File: config.mk
export PLATFORM = sky130hd
export DESIGN_NAME = sd_spi_block_reader
export DESIGN_NICKNAME = d
export VERILOG_FILES = /design/src/rtl/sd_spi_pkg.sv /design/src/rtl/sd_spi_byte_issuer.sv /design/src/rtl/sd_spi_block_reader.sv
export SDC_FILE = /design/constraint.sdc
export NUM_CORES = 1
export LEC_CHECK = 0
export ABC_CLOCK_PERIOD_IN_PS = 7200
export CAP_MARGIN = 20
export CORE_MARGIN = 2
export CORE_UTILIZATION = 45
export CTS_CLUSTER_DIAMETER = 100
export DETAILED_ROUTE_END_ITERATION = 8
export PLACE_DENSITY = 0.66
export SLEW_MARGIN = 20
export SYNTH_ARGS = -nofsm -noshare
export SYNTH_HDL_FRONTEND = slang
export SYNTH_SLANG_ARGS = --single-unit
File: constraint.sdc
create_clock -name clk -period 7.2 [get_ports clk]
set_input_delay 1.8 -clock clk [delete_from_list [all_inputs] [get_ports clk]]
set_output_delay 1.8 -clock clk [all_outputs]
set_load 0.02 [all_outputs]
File: src/rtl/sd_spi_pkg.sv
// Shared types and constants for the SD-card SPI block reader.
package sd_spi_pkg;

  // Block-read sequencer states.
  typedef enum logic [2:0] {
    IDLE   = 3'd0,
    CMD    = 3'd1,
    R1     = 3'd2,
    TOKEN  = 3'd3,
    DATA   = 3'd4,
    CRC    = 3'd5,
    FINISH = 3'd6
  } state_e;

  localparam int unsigned BLOCK_BYTES = 512;
  localparam int unsigned ADDR_W      = 9;
  localparam int unsigned CMD_BYTES   = 6;
  localparam int unsigned CRC_BYTES   = 2;
  localparam int unsigned ERR_W       = 3;

  localparam logic [7:0] CMD17_BYTE    = 8'h51;
  localparam logic [7:0] CMD_CRC_STOP  = 8'h01;
  localparam logic [7:0] TOKEN_START   = 8'hFE;
  localparam logic [7:0] SPI_IDLE_BYTE = 8'hFF;

  localparam logic [ERR_W-1:0] ERR_OK       = 3'd0;
  localparam logic [ERR_W-1:0] ERR_R1       = 3'd1;
  localparam logic [ERR_W-1:0] ERR_R1_TO    = 3'd2;
  localparam logic [ERR_W-1:0] ERR_TOKEN    = 3'd3;
  localparam logic [ERR_W-1:0] ERR_TOKEN_TO = 3'd4;

  // Byte idx of the six-byte CMD17 frame: command, 32-bit argument MSB first, CRC/stop.
  function automatic logic [7:0] cmd_byte(input logic [2:0] idx, input logic [31:0] arg);
    logic [7:0] b;
    case (idx)
      3'd0:    b = CMD17_BYTE;
      3'd1:    b = arg[31:24];
      3'd2:    b = arg[23:16];
      3'd3:    b = arg[15:8];
      3'd4:    b = arg[7:0];
      3'd5:    b = CMD_CRC_STOP;
      default: b = SPI_IDLE_BYTE;
    endcase
    return b;
  endfunction

endpackage

File: src/rtl/sd_spi_byte_issuer.sv
// Single-outstanding byte handshake towards the SPI byte engine.
module sd_spi_byte_issuer
  import sd_spi_pkg::*;
(
  input  logic       clk,
  input  logic       reset,
  input  logic       req_i,
  input  logic [7:0] tx_byte_i,
  input  logic       spi_tx_ready_i,
  input  logic       spi_rx_dv_i,
  input  logic [7:0] spi_rx_byte_i,
  output logic       spi_tx_dv_o,
  output logic [7:0] spi_tx_byte_o,
  output logic       rx_strobe_c,
  output logic [7:0] rx_byte_c
);

  logic       outstanding_q, outstanding_d;
  logic       tx_dv_q, tx_dv_d;
  logic [7:0] tx_byte_q, tx_byte_d;
  logic       fire_c;

  // Launch when the engine is idle and nothing is in flight; rx only counts while a byte is owed.
  always_comb begin
    fire_c        = 1'b0;
    tx_dv_d       = 1'b0;
    tx_byte_d     = tx_byte_q;
    outstanding_d = outstanding_q;
    rx_strobe_c   = spi_rx_dv_i && outstanding_q;
    rx_byte_c     = spi_rx_byte_i;
    if (req_i && spi_tx_ready_i && !outstanding_q && !tx_dv_q) begin
      fire_c = 1'b1;
    end
    if (fire_c) begin
      tx_dv_d       = 1'b1;
      tx_byte_d     = tx_byte_i;
      outstanding_d = 1'b1;
    end else if (rx_strobe_c) begin
      outstanding_d = 1'b0;
    end
  end

  // Handshake registers.
  always_ff @(posedge clk or posedge reset) begin
    if (reset) begin
      outstanding_q <= 1'b0;
      tx_dv_q       <= 1'b0;
      tx_byte_q     <= SPI_IDLE_BYTE;
    end else begin
      outstanding_q <= outstanding_d;
      tx_dv_q       <= tx_dv_d;
      tx_byte_q     <= tx_byte_d;
    end
  end

  assign spi_tx_dv_o   = tx_dv_q;
  assign spi_tx_byte_o = tx_byte_q;

endmodule

File: src/rtl/sd_spi_block_reader.sv
// Reads one 512-byte SD block over SPI (CMD17) and streams the data bytes out.
module sd_spi_block_reader
  import sd_spi_pkg::*;
#(
  parameter int unsigned R1_TIMEOUT    = 8,
  parameter int unsigned TOKEN_TIMEOUT = 4096
) (
  input  logic              clk,
  input  logic              reset,
  input  logic              rd_start,
  input  logic [31:0]       rd_lba,
  input  logic              sdhc,
  output logic              rd_busy,
  output logic              rd_done,
  output logic [ERR_W-1:0]  rd_err,
  output logic              data_valid,
  output logic [7:0]        data_byte,
  output logic [ADDR_W-1:0] data_addr,
  output logic              cs_n,
  output logic [7:0]        spi_tx_byte,
  output logic              spi_tx_dv,
  input  logic              spi_tx_ready,
  input  logic              spi_rx_dv,
  input  logic [7:0]        spi_rx_byte
);

  localparam int unsigned POLL_MAX = (TOKEN_TIMEOUT > R1_TIMEOUT) ? TOKEN_TIMEOUT : R1_TIMEOUT;
  localparam int unsigned PW       = $clog2(POLL_MAX + 1);

  state_e             state_q, state_d;
  logic [31:0]        arg_q, arg_d;
  logic [ERR_W-1:0]   err_q, err_d;
  logic [ADDR_W-1:0]  byte_cnt_q, byte_cnt_d;
  logic [PW-1:0]      poll_cnt_q, poll_cnt_d;
  logic               cs_n_q, cs_n_d;
  logic               rd_busy_q, rd_busy_d;
  logic               rd_done_q, rd_done_d;
  logic [ERR_W-1:0]   rd_err_q, rd_err_d;
  logic               data_valid_q, data_valid_d;
  logic [7:0]         data_byte_q, data_byte_d;
  logic [ADDR_W-1:0]  data_addr_q, data_addr_d;

  logic               req_c;
  logic [7:0]         tx_byte_c;
  logic               rx_strobe_c;
  logic [7:0]         rx_byte_c;

  sd_spi_byte_issuer u_issuer (
    .clk            (clk),
    .reset          (reset),
    .req_i          (req_c),
    .tx_byte_i      (tx_byte_c),
    .spi_tx_ready_i (spi_tx_ready),
    .spi_rx_dv_i    (spi_rx_dv),
    .spi_rx_byte_i  (spi_rx_byte),
    .spi_tx_dv_o    (spi_tx_dv),
    .spi_tx_byte_o  (spi_tx_byte),
    .rx_strobe_c    (rx_strobe_c),
    .rx_byte_c      (rx_byte_c)
  );

  // Next-state, counters and output register inputs; every transition is paced by a received byte.
  always_comb begin
    state_d      = state_q;
    arg_d        = arg_q;
    err_d        = err_q;
    byte_cnt_d   = byte_cnt_q;
    poll_cnt_d   = poll_cnt_q;
    rd_busy_d    = rd_busy_q;
    rd_done_d    = 1'b0;
    rd_err_d     = rd_err_q;
    data_valid_d = 1'b0;
    data_byte_d  = data_byte_q;
    data_addr_d  = data_addr_q;
    req_c        = (state_q != IDLE);
    tx_byte_c    = SPI_IDLE_BYTE;

    // Busy stays up through the rd_done cycle so a coincident rd_start is ignored.
    if (rd_done_q) begin
      rd_busy_d = 1'b0;
    end

    case (state_q)
      IDLE: begin
        if (rd_start && !rd_busy_q) begin
          arg_d      = sdhc ? rd_lba : {rd_lba[22:0], 9'd0};
          err_d      = ERR_OK;
          rd_err_d   = ERR_OK;
          rd_busy_d  = 1'b1;
          byte_cnt_d = '0;
          poll_cnt_d = '0;
          state_d    = CMD;
        end
      end

      CMD: begin
        tx_byte_c = cmd_byte(byte_cnt_q[2:0], arg_q);
        if (rx_strobe_c) begin
          if (byte_cnt_q == ADDR_W'(CMD_BYTES - 1)) begin
            byte_cnt_d = '0;
            poll_cnt_d = '0;
            state_d    = R1;
          end else begin
            byte_cnt_d = byte_cnt_q + ADDR_W'(1);
          end
        end
      end

      R1: begin
        if (rx_strobe_c) begin
          if (!rx_byte_c[7]) begin
            if (rx_byte_c == 8'h00) begin
              poll_cnt_d = '0;
              state_d    = TOKEN;
            end else begin
              err_d   = ERR_R1;
              state_d = FINISH;
            end
          end else if (poll_cnt_q == PW'(R1_TIMEOUT - 1)) begin
            err_d   = ERR_R1_TO;
            state_d = FINISH;
          end else begin
            poll_cnt_d = poll_cnt_q + PW'(1);
          end
        end
      end

      TOKEN: begin
        if (rx_strobe_c) begin
          if (rx_byte_c == TOKEN_START) begin
            byte_cnt_d = '0;
            state_d    = DATA;
          end else if (rx_byte_c != SPI_IDLE_BYTE) begin
            err_d   = ERR_TOKEN;
            state_d = FINISH;
          end else if (poll_cnt_q == PW'(TOKEN_TIMEOUT - 1)) begin
            err_d   = ERR_TOKEN_TO;
            state_d = FINISH;
          end else begin
            poll_cnt_d = poll_cnt_q + PW'(1);
          end
        end
      end

      DATA: begin
        if (rx_strobe_c) begin
          data_valid_d = 1'b1;
          data_byte_d  = rx_byte_c;
          data_addr_d  = byte_cnt_q;
          byte_cnt_d   = byte_cnt_q + ADDR_W'(1);
          if (byte_cnt_q == ADDR_W'(BLOCK_BYTES - 1)) begin
            state_d = CRC;
          end
        end
      end

      CRC: begin
        if (rx_strobe_c) begin
          if (byte_cnt_q == ADDR_W'(CRC_BYTES - 1)) begin
            byte_cnt_d = '0;
            state_d    = FINISH;
          end else begin
            byte_cnt_d = byte_cnt_q + ADDR_W'(1);
          end
        end
      end

      FINISH: begin
        if (rx_strobe_c) begin
          rd_done_d = 1'b1;
          rd_err_d  = err_q;
          state_d   = IDLE;
        end
      end

      default: begin
        state_d = IDLE;
      end
    endcase

    // Card deselected before the trailing byte so it sees 8 clocks with CS high.
    cs_n_d = (state_d == IDLE) || (state_d == FINISH);
  end

  // State and output registers.
  always_ff @(posedge clk or posedge reset) begin
    if (reset) begin
      state_q      <= IDLE;
      arg_q        <= '0;
      err_q        <= ERR_OK;
      byte_cnt_q   <= '0;
      poll_cnt_q   <= '0;
      cs_n_q       <= 1'b1;
      rd_busy_q    <= 1'b0;
      rd_done_q    <= 1'b0;
      rd_err_q     <= ERR_OK;
      data_valid_q <= 1'b0;
      data_byte_q  <= '0;
      data_addr_q  <= '0;
    end else begin
      state_q      <= state_d;
      arg_q        <= arg_d;
      err_q        <= err_d;
      byte_cnt_q   <= byte_cnt_d;
      poll_cnt_q   <= poll_cnt_d;
      cs_n_q       <= cs_n_d;
      rd_busy_q    <= rd_busy_d;
      rd_done_q    <= rd_done_d;
      rd_err_q     <= rd_err_d;
      data_valid_q <= data_valid_d;
      data_byte_q  <= data_byte_d;
      data_addr_q  <= data_addr_d;
    end
  end

  assign cs_n       = cs_n_q;
  assign rd_busy    = rd_busy_q;
  assign rd_done    = rd_done_q;
  assign rd_err     = rd_err_q;
  assign data_valid = data_valid_q;
  assign data_byte  = data_byte_q;
  assign data_addr  = data_addr_q;

endmodule

# Yosys cells after proc, flatten, opt, wreduce, memory -nomap -nowiden
# Cells that the tools add are included.
# word_totals
reg_bits,94
inputBits,46
output_inout_bits,33
wordCells,141
# classes
n_addsub,2
eq_ne,36
n_mux,63
reduce_logical,25
# op_table
operator,count
13-bit two-way mux,11
3-bit two-way mux,26
9-bit two-way mux,8
13-bit one-hot mux with 4 select lines,1
8-bit one-hot mux with 6 select lines,1
9-bit one-hot mux with 5 select lines,1
32-bit two-way mux,1
"2-bit inequality test, second input constant",12
3-bit one-hot mux with 7 select lines,1
"3-bit equality test, second input constant",6
"3-bit inequality test, second input constant",5
"13-bit by 1-bit adder with 13-bit output, second input constant",1
"13-bit by 12-bit equality test with 1-bit output, second input constant",1
"13-bit by 3-bit equality test with 1-bit output, second input constant",1
"3-bit by 2-bit equality test with 1-bit output, second input constant",4
11-bit AND reduction,1
1-bit two-way mux,10
"9-bit by 1-bit adder with 9-bit output, second input constant",1
"9-bit by 1-bit equality test with 1-bit output, second input constant",1
"9-bit by 3-bit equality test with 1-bit output, second input constant",1
"9-bit equality test, second input constant",1
3-bit logical NOT,3
3-bit one-hot mux with 3 select lines,1
"8-bit equality test, second input constant",1
16 further kinds,26

# Depth between registers and ports, before layout
# logic_depth
ltp_word,8
depth_mapped,11
depth_no_buf,10

# Cells and area by module
# From an unflattened synthesis, not the netlist that was laid out.
# unflattened
cells_unflattened,483
hier_area_um2,4835.9
# by_module_without_submodules
module,n_inst,cells_per_inst,area_each_um2
sd_spi_block_reader,1,451,4347.9
sd_spi_byte_issuer,1,32,488.0

# Worst setup path before layout
# No wires, ideal clock.
# synth_timing
kind,input to register
startpoint,input spi_rx_byte[7]
endpoint,register poll_cnt_q[7]
setup_ns,0.078
arrival_time_ns,3.631
path_slack_ns,3.491
cell_stages,8
path_buffers,2
path_cell_list,buf_2 > nor4_4 > nand2_2 > a2111oi_4 > or3b_1 > buf_2 > or4_1 > a21oi_1
# synth_via
elab_chain_cells,3
elab_cells_between_ends,11
cone_classes,eq/ne (6); mux (3); reduce/logical (2)
# synth_lines
item,line_no,rtl
start: declaration,sd_spi_block_reader.sv:24,input logic [7:0] spi_rx_byte
"8-bit inequality test, or another cell as far along",sd_spi_block_reader.sv:133,end else if (rx_byte_c != SPI_IDLE_BYTE) begin
"2-bit inequality test (no line), or another cell as far along",n/a,
11-bit AND reduction (no line) or 13-bit one-hot mux with 4 select lines (tied branches),n/a,
end signal: assignment,sd_spi_block_reader.sv:205,poll_cnt_q <= poll_cnt_d;
end: declaration,sd_spi_block_reader.sv:34,"logic [PW-1:0] poll_cnt_q, poll_cnt_d;"
# Parallel ways exist; a longest one is shown, timed or not. The select of a mux whose other input is x is not followed.
# A chain may end at the register's enable or synchronous reset.

# Final worst setup path
# layout_timing
startpoint,input spi_rx_byte[0]
endpoint,register poll_cnt_q[8]
# layout_via
elab_chain_cells,3
elab_cells_between_ends,7
cone_classes,eq/ne (5); reduce/logical (2)
# layout_lines
item,line_no
"8-bit inequality test, or another cell as far along",sd_spi_block_reader.sv:133
2-bit inequality test (no line) or 3-bit inequality test (tied branches),n/a
11-bit AND reduction (no line) *,n/a
# Every way passes the cells marked *; elsewhere a longest branch is shown, timed or not.

==> flow_summary.ini <==
[status]
run_status = complete, no violations

[critical_path]
critical_path.max_fanout = 26
worst_r2r_path_depth = 8
type_of_origin_of_the_critical_path = primary input
timing.setup.critical_path_class = in -> reg
cp.required_ns = 7.49
timing.reg2reg.setup_slack_ns = 3.84
timing.rr.start = byte_cnt_q[1]
r2r-end = poll_cnt_q[8]
cp_data_arrival_time_ns = 4.65
critical_path.endpoint_type = register

[placed_design]
io_buffers = 78
place_congestion = 0.864
numPlacedInstances = 663
dp.final_hpwl_mm = 7.68
detailed_place.area_sq_um = 5630

[power]
worst_ir_drop_vdd_uv = 161
power_frac_comb_pct = 35.2
internal-power_mw = 1.13
power.switching_fraction_pct = 35.5
power_frac_clock_pct = 20.0
pwr-share-seq_pct = 44.8
power.switching_mw = 0.624
leak_pwr_nw = 2.46
powerDensity_nw_per_um2 = 302

[logic_synthesis]
synthesis.nets = 529
post_synth_main_area_contributors = sky130_fd_sc_hd__dfrtp_1 (45%), sky130_fd_sc_hd__o21ai_0 (6.8%), sky130_fd_sc_hd__mux2i_1 (5.0%)
synthDistinctLibCells = 57
synth_largest_area_cell = sky130_fd_sc_hd__dfrtp_1
synth.ff_latch_count = 94
synth-async-reset-ratio_pct = 100
syn_area_sq_um = 4770
postSynthCellCount = 475
post_synth.cell_area_avg_sq_um = 10.0
yosys_warnings = 0
synth.yosys.seq_area_share_pct = 49.5
yosys.area.top_type_share_pct = 44.6
number_of_synthesized_flops_with_an_enable_pin = 0
dominantRegCellSynth = sky130_fd_sc_hd__dfrtp_1

[sta]
slew_violations = 0
fin_worst_skew_ns = 0.0126
timing.fmax_mhz = 229
setup_repair_after_global_routing_missed_its_margin = no
finalSetupTns_ns = 0
timing.slew.headroom_pct = 44.8
final_period_minus_worst_setup_slack_ns = 4.36
timing.final.setup_violations = 0
timing_worst_slew_pin_value_ns = 0.828
tcrit_tclk_final_pct = 60.6
report.final.hold_viol_count = 0

[cells_and_area]
stdcell_count = 679
nNetsFinal = 592
layout-area-overhead-vs-synth_pct = 22.1
design_area_sq_um = 5820
antenna-diode-count = 0
postLayoutCoreUtil_pct = 56.4
drive_above_1_share_pct = 10.9

[routing]
totalWireLength_mm = 10.6
antenna_violating_nets_post_route = 0
initialDrtViolationCount = 170
wl_per_cell_um = 15.7
dr.pass1.iters = 4
viasPerCell = 5.54
detailroute.via_count = 3759
drcViolationCount = 0

[global_route]
grt-ovfl-total = 0
grt_max_degree = 69
grt_pass1_vias = 3633
grt_pass1_wl_mm = 18.0
grt_antenna_before_repair = 0
grt_use_total_pct = 19.9

[clocking]
clock_tree.htree_level_count = 3
clock_tree.buffer_depth = 2
cts_sinks = 94
post_cts_hold_buffer_count = 0
post_cts.repair.setup_buffers = 0
cts_tree = yes
cts_made_buffers = 9
path_clk_slew_ns = 0.08
cts_repair_resizes = 0
clock_latency_ns = 0.37
clockRootBuffer = sky130_fd_sc_hd__clkbuf_8

[die]
core_region_area_sq_um = 10300
starting_density_of_the_core_pct = 46.2
design.die.area_sq_um = 11400
fp-row-count = 37
die_span_in_y_um = 107
die_extent_in_x_um = 107
io_pins = 79

[run]
max-cap-violations = 0

[hold_path]
worst_hold_startpoint = rd_done
holdPathStages = 1
worst_hold_path.endpoint = rd_busy
timing.hold.worst.class = reg -> reg
## layer usage
layer,global-route usage (%),wire [um],up-vias
met5,0,0,-
met4,7.79,198,0
met3,3.40,553,16
met2,32.7,5090,105
met1,26.4,4810,1791
li1,-,-,1847
## Yosys cell counts (2+ instances only)
cell                       number
sky130_fd_sc_hd__a32oi_1        5
sky130_fd_sc_hd__o21ai_0       65
sky130_fd_sc_hd__nor3b_1        3
sky130_fd_sc_hd__o22a_1         8
sky130_fd_sc_hd__nand2b_1       7
sky130_fd_sc_hd__o22ai_1        3
sky130_fd_sc_hd__a31oi_1        2
sky130_fd_sc_hd__mux2i_1       24
sky130_fd_sc_hd__ha_1           8
sky130_fd_sc_hd__a21o_1         4
sky130_fd_sc_hd__mux2_2        19
sky130_fd_sc_hd__a22o_1         3
sky130_fd_sc_hd__nand3b_1       2
sky130_fd_sc_hd__nor4_1         3
sky130_fd_sc_hd__nand4_1        6
sky130_fd_sc_hd__dfrtp_1       85
sky130_fd_sc_hd__nor3_1         7
sky130_fd_sc_hd__a211oi_1       2
sky130_fd_sc_hd__or4_1          5
sky130_fd_sc_hd__buf_2          7
sky130_fd_sc_hd__inv_1         11
sky130_fd_sc_hd__buf_1          5
sky130_fd_sc_hd__a311oi_1       2
sky130_fd_sc_hd__nand4b_1       2
sky130_fd_sc_hd__nor2b_1        6
sky130_fd_sc_hd__o31ai_1        8
sky130_fd_sc_hd__and2_1         4
sky130_fd_sc_hd__nand2_1       63
sky130_fd_sc_hd__nand3_1       10
sky130_fd_sc_hd__a22oi_1        7
sky130_fd_sc_hd__a221oi_1       2
sky130_fd_sc_hd__nor4_4         2
sky130_fd_sc_hd__or3_1          6
sky130_fd_sc_hd__clkbuf_1      17
sky130_fd_sc_hd__a21oi_1       12
sky130_fd_sc_hd__dfstp_2        9
sky130_fd_sc_hd__or2_2          2
sky130_fd_sc_hd__and3_1         5
sky130_fd_sc_hd__nor2_1        15
sky130_fd_sc_hd__xor2_1         2
## worst max-delay path, stage by stage
cell and delay [ns]:
sky130_fd_sc_hd__clkdlybuf4s50_1 0.58, sky130_fd_sc_hd__nor4_4 0.37, sky130_fd_sc_hd__nand2_2 0.13, sky130_fd_sc_hd__a2111oi_4 0.31, sky130_fd_sc_hd__or3b_1 0.69, sky130_fd_sc_hd__or4_1 0.60, sky130_fd_sc_hd__a21oi_1 0.16
## cells in the final DEF, fill, tap and decap left out, types with 7 or more instances in the layout
master,Yosys,final
sky130_fd_sc_hd__a21oi_1,12,12
sky130_fd_sc_hd__a22oi_1,7,7
sky130_fd_sc_hd__clkbuf_8,0,10
sky130_fd_sc_hd__clkdlybuf4s50_1,0,78
sky130_fd_sc_hd__dfrtp_1,85,85
sky130_fd_sc_hd__dfstp_2,9,9
sky130_fd_sc_hd__ha_1,8,8
sky130_fd_sc_hd__inv_1,11,10
sky130_fd_sc_hd__mux2_2,19,19
sky130_fd_sc_hd__mux2i_1,24,24
sky130_fd_sc_hd__nand2_1,63,63
sky130_fd_sc_hd__nand2b_1,7,7
sky130_fd_sc_hd__nand3_1,10,10
sky130_fd_sc_hd__nor2_1,15,15
sky130_fd_sc_hd__o21ai_0,65,65
sky130_fd_sc_hd__o22a_1,8,8
sky130_fd_sc_hd__o31ai_1,8,8
## layout make-up
class / count / area (sq um)
Fill cell: 906 / 4500
Sequential cell: 94 / 2360
Multi-Input combinational cell: 339 / 2230
Timing Repair Buffer: 83 / 818
Tap cell: 136 / 170
Clock buffer: 13 / 149
Clock inverter: 3 / 45.0
Inverter: 11 / 42.5
## power by group through the flow
stage                     logic (mW)  clock network [mW]  registers [mW]
after global routing           0.685               0.381           0.810
after floorplan                0.357                   0           0.828
after CTS                      0.626               0.362           0.788
after detailed placement       0.624                   0           0.799
after global placement         0.612                   0           0.795
final                          0.619               0.351           0.787
## registers in the layout, indices dropped and copies added (netlist names)
name                    count
rd_busy                     1
u_issuer.spi_tx_dv_o        1
poll_cnt_q                 13
err_q                       3
u_issuer.spi_tx_byte_o      8
state_q                     3
data_byte                   8
rd_err                      3
data_valid                  1
data_addr                   9
byte_cnt_q                  9
arg_q                      32
cs_n                        1
u_issuer.outstanding_q      1
rd_done                     1
## metrics by stage
step                      hold slack, ns  setup slack [ns]  power [mW]
after floorplan                    0.441              2.97        1.19
after global placement             0.456              2.56        1.41
after detailed placement           0.466              2.47        1.42
after CTS                          0.480              2.87        1.78
after global routing               0.493              2.66        1.88
final                              0.462              2.84        1.76
## worst max-delay path by stage
stage | start | end | cells after the start
6_report | spi_rx_byte[0] | poll_cnt_q[8] | 7
5_1_grt | spi_rx_byte[0] | poll_cnt_q[8] | 7
4_1_cts | spi_rx_byte[0] | poll_cnt_q[8] | 7
3_5_place_dp | spi_rx_byte[0] | poll_cnt_q[8] | 7
3_3_place_gp | spi_rx_byte[0] | poll_cnt_q[8] | 7
2_1_floorplan | reset | arg_q[0] | 1
## cells by family (layout without fill, tap and decap cells)
logic type,count (synthesis),after routing,synth area share (%)
buffers and inverters,42,110,3.72
multiplexers,43,43,9.52
flip-flops,94,94,49.5
AND/OR/NAND/NOR,154,154,17.1
XOR/XNOR,2,2,0.367
AO/OA/AOI/OAI,132,132,17.7
adder cells (fa/ha/maj),8,8,2.10
(Power assumes the default switching activity.)
